`src/rtl/uart_pkg.sv`:
```
// Shared UART definitions: default payload width, echo FIFO read-FSM states
// and the transmitter busy-handshake timeout.
package uart_pkg;

    localparam int DEFAULT_PAYLOAD_BITS = 8;

    // Cycles the echo FIFO waits for tx_busy before treating a byte as sent.
    localparam int BUSY_TIMEOUT = 4;

    typedef enum logic [1:0] {
        IDLE      = 2'd0,
        WAIT_BUSY = 2'd1,
        WAIT_DONE = 2'd2
    } echo_fifo_state_t;

endpackage

```
`src/rtl/uart_fifo_mem.sv`:
```
// Simple dual-port register array: one synchronous write port and one
// asynchronous (combinational) read port. Contents are not reset; the owner
// tracks validity through its own pointers.
module uart_fifo_mem #(
    parameter int WIDTH = 8,
    parameter int DEPTH = 16,
    localparam int AW   = $clog2(DEPTH)
) (
    input  logic             clk,
    input  logic             wr_en,
    input  logic [AW-1:0]    wr_addr,
    input  logic [WIDTH-1:0] wr_data,
    input  logic [AW-1:0]    rd_addr,
    output logic [WIDTH-1:0] rd_data
);

    logic [WIDTH-1:0] mem [DEPTH];

    // Write port: store one word on the rising edge when enabled.
    always_ff @(posedge clk) begin
        if (wr_en) begin
            mem[wr_addr] <= wr_data;
        end
    end

    assign rd_data = mem[rd_addr];

endmodule

```
`src/rtl/uart_echo_fifo.sv`:
```
// Echo-path byte buffer between uart_rx and uart_tx: buffers received bytes
// in a circular FIFO and replays them through the tx enable/busy handshake.
// Optional feature: define UART_ECHO_FIFO_DROP_CNT_EN to add the saturating
// drop_cnt output counting bytes discarded while the FIFO was full.
module uart_echo_fifo
    import uart_pkg::*;
#(
    parameter int PAYLOAD_BITS = DEFAULT_PAYLOAD_BITS,
    parameter int DEPTH        = 16
) (
    input  logic                    clk,
    input  logic                    resetn,
    input  logic                    rx_valid,
    input  logic [PAYLOAD_BITS-1:0] rx_data,
    input  logic                    tx_busy,
    output logic                    tx_en,
    output logic [PAYLOAD_BITS-1:0] tx_data,
    output logic [PAYLOAD_BITS-1:0] last_rx,
    output logic [$clog2(DEPTH):0]  level,
    output logic                    empty,
    output logic                    full,
    output logic                    overrun,
    input  logic                    clr_overrun
`ifdef UART_ECHO_FIFO_DROP_CNT_EN
    ,
    output logic [7:0]              drop_cnt
`endif
);

    localparam int AW = $clog2(DEPTH);
    localparam int LW = AW + 1;
    localparam int TW = $clog2(BUSY_TIMEOUT) + 1;

    logic [AW-1:0]           wp_reg, rp_reg;
    logic [LW-1:0]           level_reg, level_next;
    logic                    empty_reg, full_reg, overrun_reg;
    logic                    avail_reg;
    logic [PAYLOAD_BITS-1:0] last_rx_reg;
    logic [PAYLOAD_BITS-1:0] tx_data_reg;
    logic                    tx_en_reg;
    logic [TW-1:0]           timer_reg;
    echo_fifo_state_t        state_reg;
    logic [PAYLOAD_BITS-1:0] rd_data;
    logic                    push, pop, drop;

    // avail_reg is a one-cycle delayed "not empty" view; it sets the
    // two-edge rx-to-tx latency. Pairing it with empty_reg keeps a pop from
    // ever hitting an empty FIFO, since only pops can make it empty.
    assign pop  = (state_reg == IDLE) && avail_reg && !empty_reg && !tx_busy;
    assign push = rx_valid && (!full_reg || pop);
    assign drop = rx_valid && full_reg && !pop;

    uart_fifo_mem #(
        .WIDTH (PAYLOAD_BITS),
        .DEPTH (DEPTH)
    ) u_mem (
        .clk     (clk),
        .wr_en   (push),
        .wr_addr (wp_reg),
        .wr_data (rx_data),
        .rd_addr (rp_reg),
        .rd_data (rd_data)
    );

    // Occupancy: simultaneous push and pop leave the count unchanged.
    always_comb begin
        level_next = level_reg;
        if (push && !pop) begin
            level_next = level_reg + LW'(1);
        end else if (pop && !push) begin
            level_next = level_reg - LW'(1);
        end
    end

    // FIFO bookkeeping: pointers, level, flags, last byte and sticky overrun.
    always_ff @(posedge clk or negedge resetn) begin
        if (!resetn) begin
            wp_reg      <= '0;
            rp_reg      <= '0;
            level_reg   <= '0;
            empty_reg   <= 1'b1;
            full_reg    <= 1'b0;
            avail_reg   <= 1'b0;
            overrun_reg <= 1'b0;
            last_rx_reg <= '0;
        end else begin
            if (push) begin
                wp_reg      <= wp_reg + AW'(1);
                last_rx_reg <= rx_data;
            end
            if (pop) begin
                rp_reg <= rp_reg + AW'(1);
            end
            level_reg <= level_next;
            empty_reg <= (level_next == '0);
            full_reg  <= (level_next == LW'(DEPTH));
            avail_reg <= !empty_reg;
            // A drop in the same cycle as a clear keeps the flag set.
            if (drop) begin
                overrun_reg <= 1'b1;
            end else if (clr_overrun) begin
                overrun_reg <= 1'b0;
            end
        end
    end

    // Read FSM: issue one byte, wait for busy to rise (bounded), then fall.
    always_ff @(posedge clk or negedge resetn) begin
        if (!resetn) begin
            state_reg   <= IDLE;
            tx_en_reg   <= 1'b0;
            tx_data_reg <= '0;
            timer_reg   <= '0;
        end else begin
            tx_en_reg <= 1'b0;
            case (state_reg)
                IDLE: begin
                    if (pop) begin
                        tx_data_reg <= rd_data;
                        tx_en_reg   <= 1'b1;
                        timer_reg   <= '0;
                        state_reg   <= WAIT_BUSY;
                    end
                end
                WAIT_BUSY: begin
                    if (tx_busy) begin
                        state_reg <= WAIT_DONE;
                    end else if (timer_reg == TW'(BUSY_TIMEOUT - 1)) begin
                        state_reg <= IDLE;
                    end else begin
                        timer_reg <= timer_reg + TW'(1);
                    end
                end
                WAIT_DONE: begin
                    if (!tx_busy) begin
                        state_reg <= IDLE;
                    end
                end
                default: state_reg <= IDLE;
            endcase
        end
    end

`ifdef UART_ECHO_FIFO_DROP_CNT_EN
    logic [7:0] drop_cnt_reg;

    // Saturating count of full-drops; a clear beats a same-cycle increment.
    always_ff @(posedge clk or negedge resetn) begin
        if (!resetn) begin
            drop_cnt_reg <= '0;
        end else if (clr_overrun) begin
            drop_cnt_reg <= '0;
        end else if (drop && (drop_cnt_reg != 8'hFF)) begin
            drop_cnt_reg <= drop_cnt_reg + 8'd1;
        end
    end

    assign drop_cnt = drop_cnt_reg;
`endif

    assign tx_en   = tx_en_reg;
    assign tx_data = tx_data_reg;
    assign last_rx = last_rx_reg;
    assign level   = level_reg;
    assign empty   = empty_reg;
    assign full    = full_reg;
    assign overrun = overrun_reg;

endmodule

```
`config.mk`:
```
export PLATFORM = sky130hd
export DESIGN_NAME = uart_echo_fifo
export DESIGN_NICKNAME = d
export VERILOG_FILES = /design/src/rtl/uart_pkg.sv /design/src/rtl/uart_fifo_mem.sv /design/src/rtl/uart_echo_fifo.sv
export SDC_FILE = /design/constraint.sdc
export NUM_CORES = 1
export LEC_CHECK = 0
export ABC_CLOCK_PERIOD_IN_PS = 2900
export CAP_MARGIN = 20
export CORE_MARGIN = 4
export CORE_UTILIZATION = 44
export DETAILED_ROUTE_END_ITERATION = 6
export PLACE_DENSITY = 0.73
export SLEW_MARGIN = 40
export SYNTH_ARGS = -nofsm -noshare
export SYNTH_HDL_FRONTEND = slang
export SYNTH_HIERARCHICAL = 1
export SYNTH_SLANG_ARGS = --single-unit
```
`constraint.sdc`:
```
create_clock -name clk -period 2.9 [get_ports clk]
set_input_delay 0.725 -clock clk [delete_from_list [all_inputs] [get_ports clk]]
set_output_delay 0.725 -clock clk [all_outputs]
set_load 0.01 [all_outputs]
```
==> results of run 1 <==
## through the flow
step | power [mW] | TNS (ns) | utilization | hold slack, ns | setup WS, ns
after CTS | 8.18 | 0 | 0.538 | 0.274 | 0.293
after global routing | 8.52 | 0 | 0.538 | 0.301 | 0.157
after detailed placement | 5.72 | -5.43 | 0.495 | 0.462 | -0.140
after global placement | 5.64 | -2.32 | 0.495 | 0.452 | -0.127
final | 8.11 | 0 | 0.538 | 0.270 | 0.293
after floorplan | 4.84 | -1.09 | - | 0.429 | -0.0382
## power groups by stage
stage	Clock [mW]	Combinational [mW]	Sequential, mW
after floorplan	0	1.51	3.32
after global placement	0	2.27	3.37
after detailed placement	0	2.33	3.39
after CTS	2.48	2.35	3.35
after global routing	2.59	2.54	3.39
final	2.44	2.33	3.34
## cell usage after synthesis, types with 2 or more instances
library cell / count
sky130_fd_sc_hd__edfxtp_1: 128
sky130_fd_sc_hd__nand2_1: 44
sky130_fd_sc_hd__dfrtp_1: 38
sky130_fd_sc_hd__mux4_2: 18
sky130_fd_sc_hd__nor2_1: 17
sky130_fd_sc_hd__a22oi_1: 16
sky130_fd_sc_hd__mux4_1: 14
sky130_fd_sc_hd__mux2_2: 9
sky130_fd_sc_hd__nor3_1: 7
sky130_fd_sc_hd__ha_1: 6
sky130_fd_sc_hd__inv_1: 6
sky130_fd_sc_hd__xnor2_1: 6
sky130_fd_sc_hd__o21ai_0: 5
sky130_fd_sc_hd__buf_2: 4
sky130_fd_sc_hd__buf_6: 4
sky130_fd_sc_hd__nand3_1: 4
sky130_fd_sc_hd__clkdlybuf4s25_2: 3
sky130_fd_sc_hd__and2_1: 2
sky130_fd_sc_hd__clkbuf_1: 2
sky130_fd_sc_hd__mux2i_1: 2
sky130_fd_sc_hd__nand2b_1: 2
sky130_fd_sc_hd__nand3b_1: 2
sky130_fd_sc_hd__nand4_1: 2
sky130_fd_sc_hd__o21a_1: 2
sky130_fd_sc_hd__o22ai_1: 2
sky130_fd_sc_hd__xor2_1: 2
## worst max-delay path, stage by stage
cell,delay [ns]
sky130_fd_sc_hd__clkdlybuf4s50_1,0.47
sky130_fd_sc_hd__nor4_4,0.37
sky130_fd_sc_hd__nand2_4,0.09
sky130_fd_sc_hd__a21boi_4,0.16
sky130_fd_sc_hd__or3b_2,0.51
sky130_fd_sc_hd__nor3_2,0.22
sky130_fd_sc_hd__buf_4,0.19
## final cells by class
| class | count | area [µm²] | area share |
|---|---|---|---|
| clock buffers | 18 | 429 | 0.0528 |
| multi-input cells | 183 | 1790 | 0.220 |
| clock inverters | 14 | 220 | 0.0271 |
| well taps | 188 | 235 | 0.0290 |
| flip-flops and latches | 167 | 4820 | 0.594 |
| inverters | 7 | 26.3 | 0.00323 |
| repair buffers | 67 | 606 | 0.0745 |
## worst min-delay path by stage
stage          startpoint          to  slack, ns  cells after the start
5_1_grt            resetn  tx_data[1]       0.30                      1
2_1_floorplan      resetn   avail_reg       0.43                      0
4_1_cts            resetn   rp_reg[1]       0.27                      1
6_report           resetn  tx_data[4]       0.27                      1
3_5_place_dp        empty   avail_reg       0.46                      1
3_3_place_gp        empty   avail_reg       0.45                      1
## logic make-up (layout without fill, tap and decap cells)
family / count (synthesis) / count (layout) / share of synthesized area
flip-flops: 167 / 167 / 0.714
XOR/XNOR: 10 / 10 / 0.0152
adder cells (fa/ha/maj): 6 / 6 / 0.0111
AND/OR/NAND/NOR: 92 / 92 / 0.0691
AO/OA/AOI/OAI: 32 / 32 / 0.0358
buffers and inverters: 22 / 106 / 0.0222
multiplexers: 43 / 43 / 0.133
## per-layer routing
metal,vias to the layer above,part of all wire,routed length (µm),track usage
met2,106,0.52,6960,0.269
met5,-,0,0,0
met3,20,0.044,585,0.0420
li1,1606,-,-,-
met1,1804,0.41,5470,0.209
met4,0,0.022,289,0.0630
==> results list, run 1 <==
- For the final database, setup skew stands at about 0.0063 ns.
- Synthesis produced a netlist whose cell count is 372.
* Warnings, synthesis: 6
* Number of nets still failing antenna checks after routing: 0
* Worst reg2reg setup slack: 0.66 ns
- For the pin with the worst max-slew slack, the measured transition is 0.700 ns.
* Worst min path class: in -> async
- In this run the critical register-to-register path is captured at u_mem/mem[0][5].
- After detailed routing, the number of remaining DRC violations is 0.
* Post-DP HPWL: between 8000 and 9000 µm
- Number of cells traversed by the worst register-to-register path: 6
- For this run, the register share of the synthesized area comes to 0.714.
- TritonCTS clock tree: done
* Number of gates resized after CTS: 0
- Router iterations before antenna repair: 4
- Top library cells by usage in the layout, fill and taps aside: sky130_fd_sc_hd__edfxtp_1 (128), sky130_fd_sc_hd__nand2_1 (44), sky130_fd_sc_hd__dfrtp_1 (37)
* Power density relative to cell area: between 900 and 1000 nW/µm²
* Number of enable flip-flop cells after synthesis: 128
- Count of different cell masters after synthesis: between 50 and 60
- Post-CTS Setup Inserts: 0
- The share of synthesized area in the top cell type comes to 0.569.
- After the first detailed-routing iteration, the DRC count stood at between 300 and 400.
- Weighted congestion at the end of routability-driven global placement: ~0.80
* Yosys top cell by area: sky130_fd_sc_hd__edfxtp_1
* Depth of the CTS H-tree: 4
- Register bit total from synthesis: around 170
* Die boundary height: roughly 130 µm
* Initial Util: 0.447
* Final Cell Area: ~8000 µm²
* Critical path type: in -> reg
- The total count of max-transition violations in the final report is 0.
* Full die area: between 15,000 and 20,000 µm²
- Critical Path Sink Type: flip-flop
- Share of async-settable or async-resettable flops after synthesis: 0.234
- The hold violation total from the final report came to 0.
- Gr usage total: 0.163
- Final setup viols: 0
* Tmin final: ~2.6 ns
- Port Buffer Count: 37
- In this run the critical register-to-register path is launched from state_reg[0].
- Clock slew at the register clock pins of the worst setup and hold paths: roughly 0.06 ns
- In this run the worst setup path begins at tx_busy.
* Fraction of layout cells with a size suffix above 1: 0.226
- Global-route wire length before repair: approximately 21,000 µm
- For this design the top-level I/O count stands at 38.
* Post-synthesis cell area: roughly 6800 µm²
- Using the TritonRoute via totals, the vias-per-cell ratio works out to between 5 and 6.
* Total gr overflow: 0
- Dividing the detail-routed wire length by the instance count gives between 20 and 25 µm.
- Net count after synthesis: 391
* Placed cells: around 600
- End point of the critical path: u_mem/mem[0][5]
- CP required: slightly above 3 ns
- Ranked by total cell area, the synthesized netlist is headed by sky130_fd_sc_hd__edfxtp_1 (57%), sky130_fd_sc_hd__dfrtp_1 (14%), sky130_fd_sc_hd__mux4_2 (6.0%).
- The library cell used most frequently in the layout, excluding fill and tap cells, is sky130_fd_sc_hd__edfxtp_1.
- The number of global-route vias before repair is about 3,800.
- Synthesized area divided by synthesized cell count: 18.1 µm²
- Of all nets on the critical path, the largest fanout is 5.
- Most instantiated flip-flop cell in the synthesis netlist: sky130_fd_sc_hd__edfxtp_1
- Entering global routing, the biggest net connects 40 pins.
- Element type at the critical path start: input port
- The share of total power dissipated in combinational logic is 0.287.
* Number of hold-repair buffers added at the cts stage: 0
- Flip-flop count of the largest register after layout: roughly 130
- Clk sinks: approximately 170
* Initial antenna violation count: 0
- Post-DP Area: 7470 µm²
* Clock buffers created by TritonCTS: 17
- The core region is approximately 15,000 µm².
* Root buffer cell: sky130_fd_sc_hd__clkbuf_16
* Max-cap violation count: 0
- Synth-to-Final Area Change: 20.3%
- Fmax: ~380 MHz
* Status: complete, no violations
- Maximum clock path buffer count: 2
- Ant. Diodes: 0
- After floorplanning, the core was divided into 45 placement rows.
- The share of total power dissipated in the clock network is 0.301.
* Sw power: around 2.4 mW
* Post-layout instance count excluding filler cells: about 640
- Overall via count from detail_route: approximately 3,500
- Clock latency on the worst-skew pair: around 0.42 ns
* Leakage power summed over all cells: between 2 and 3 nW
- Of the total power, registers draw 0.412.
- Worst-case vdd ir drop: 0.467 mV
- Total Routed Length: roughly 13,000 µm
- Cell internal power was estimated by the tool at approximately 5.7 mW.
- Measured along the x axis, the die boundary spans 132 µm.
- Counting the fill cells in the layout gives between 1,000 and 1,500.
* Number of nets in the finished design: around 460
* Fraction of the cycle the final worst path needs: 0.899
* Worst path arrival time: 2.74 ns
- Measured against its own limit, the worst slew margin works out to 0.532.
- Of the total power, the share spent switching nets is 0.300.
* Setup repair after global routing missed its margin: false
No activity file was read; power rests on OpenSTA's default activity.
==> run 2: changes to the inputs <==
Settings changed: CTS_CLUSTER_SIZE set to 16.
==> results of run 2 <==
Final layout, timing and power as in run 1 (identical DEF).
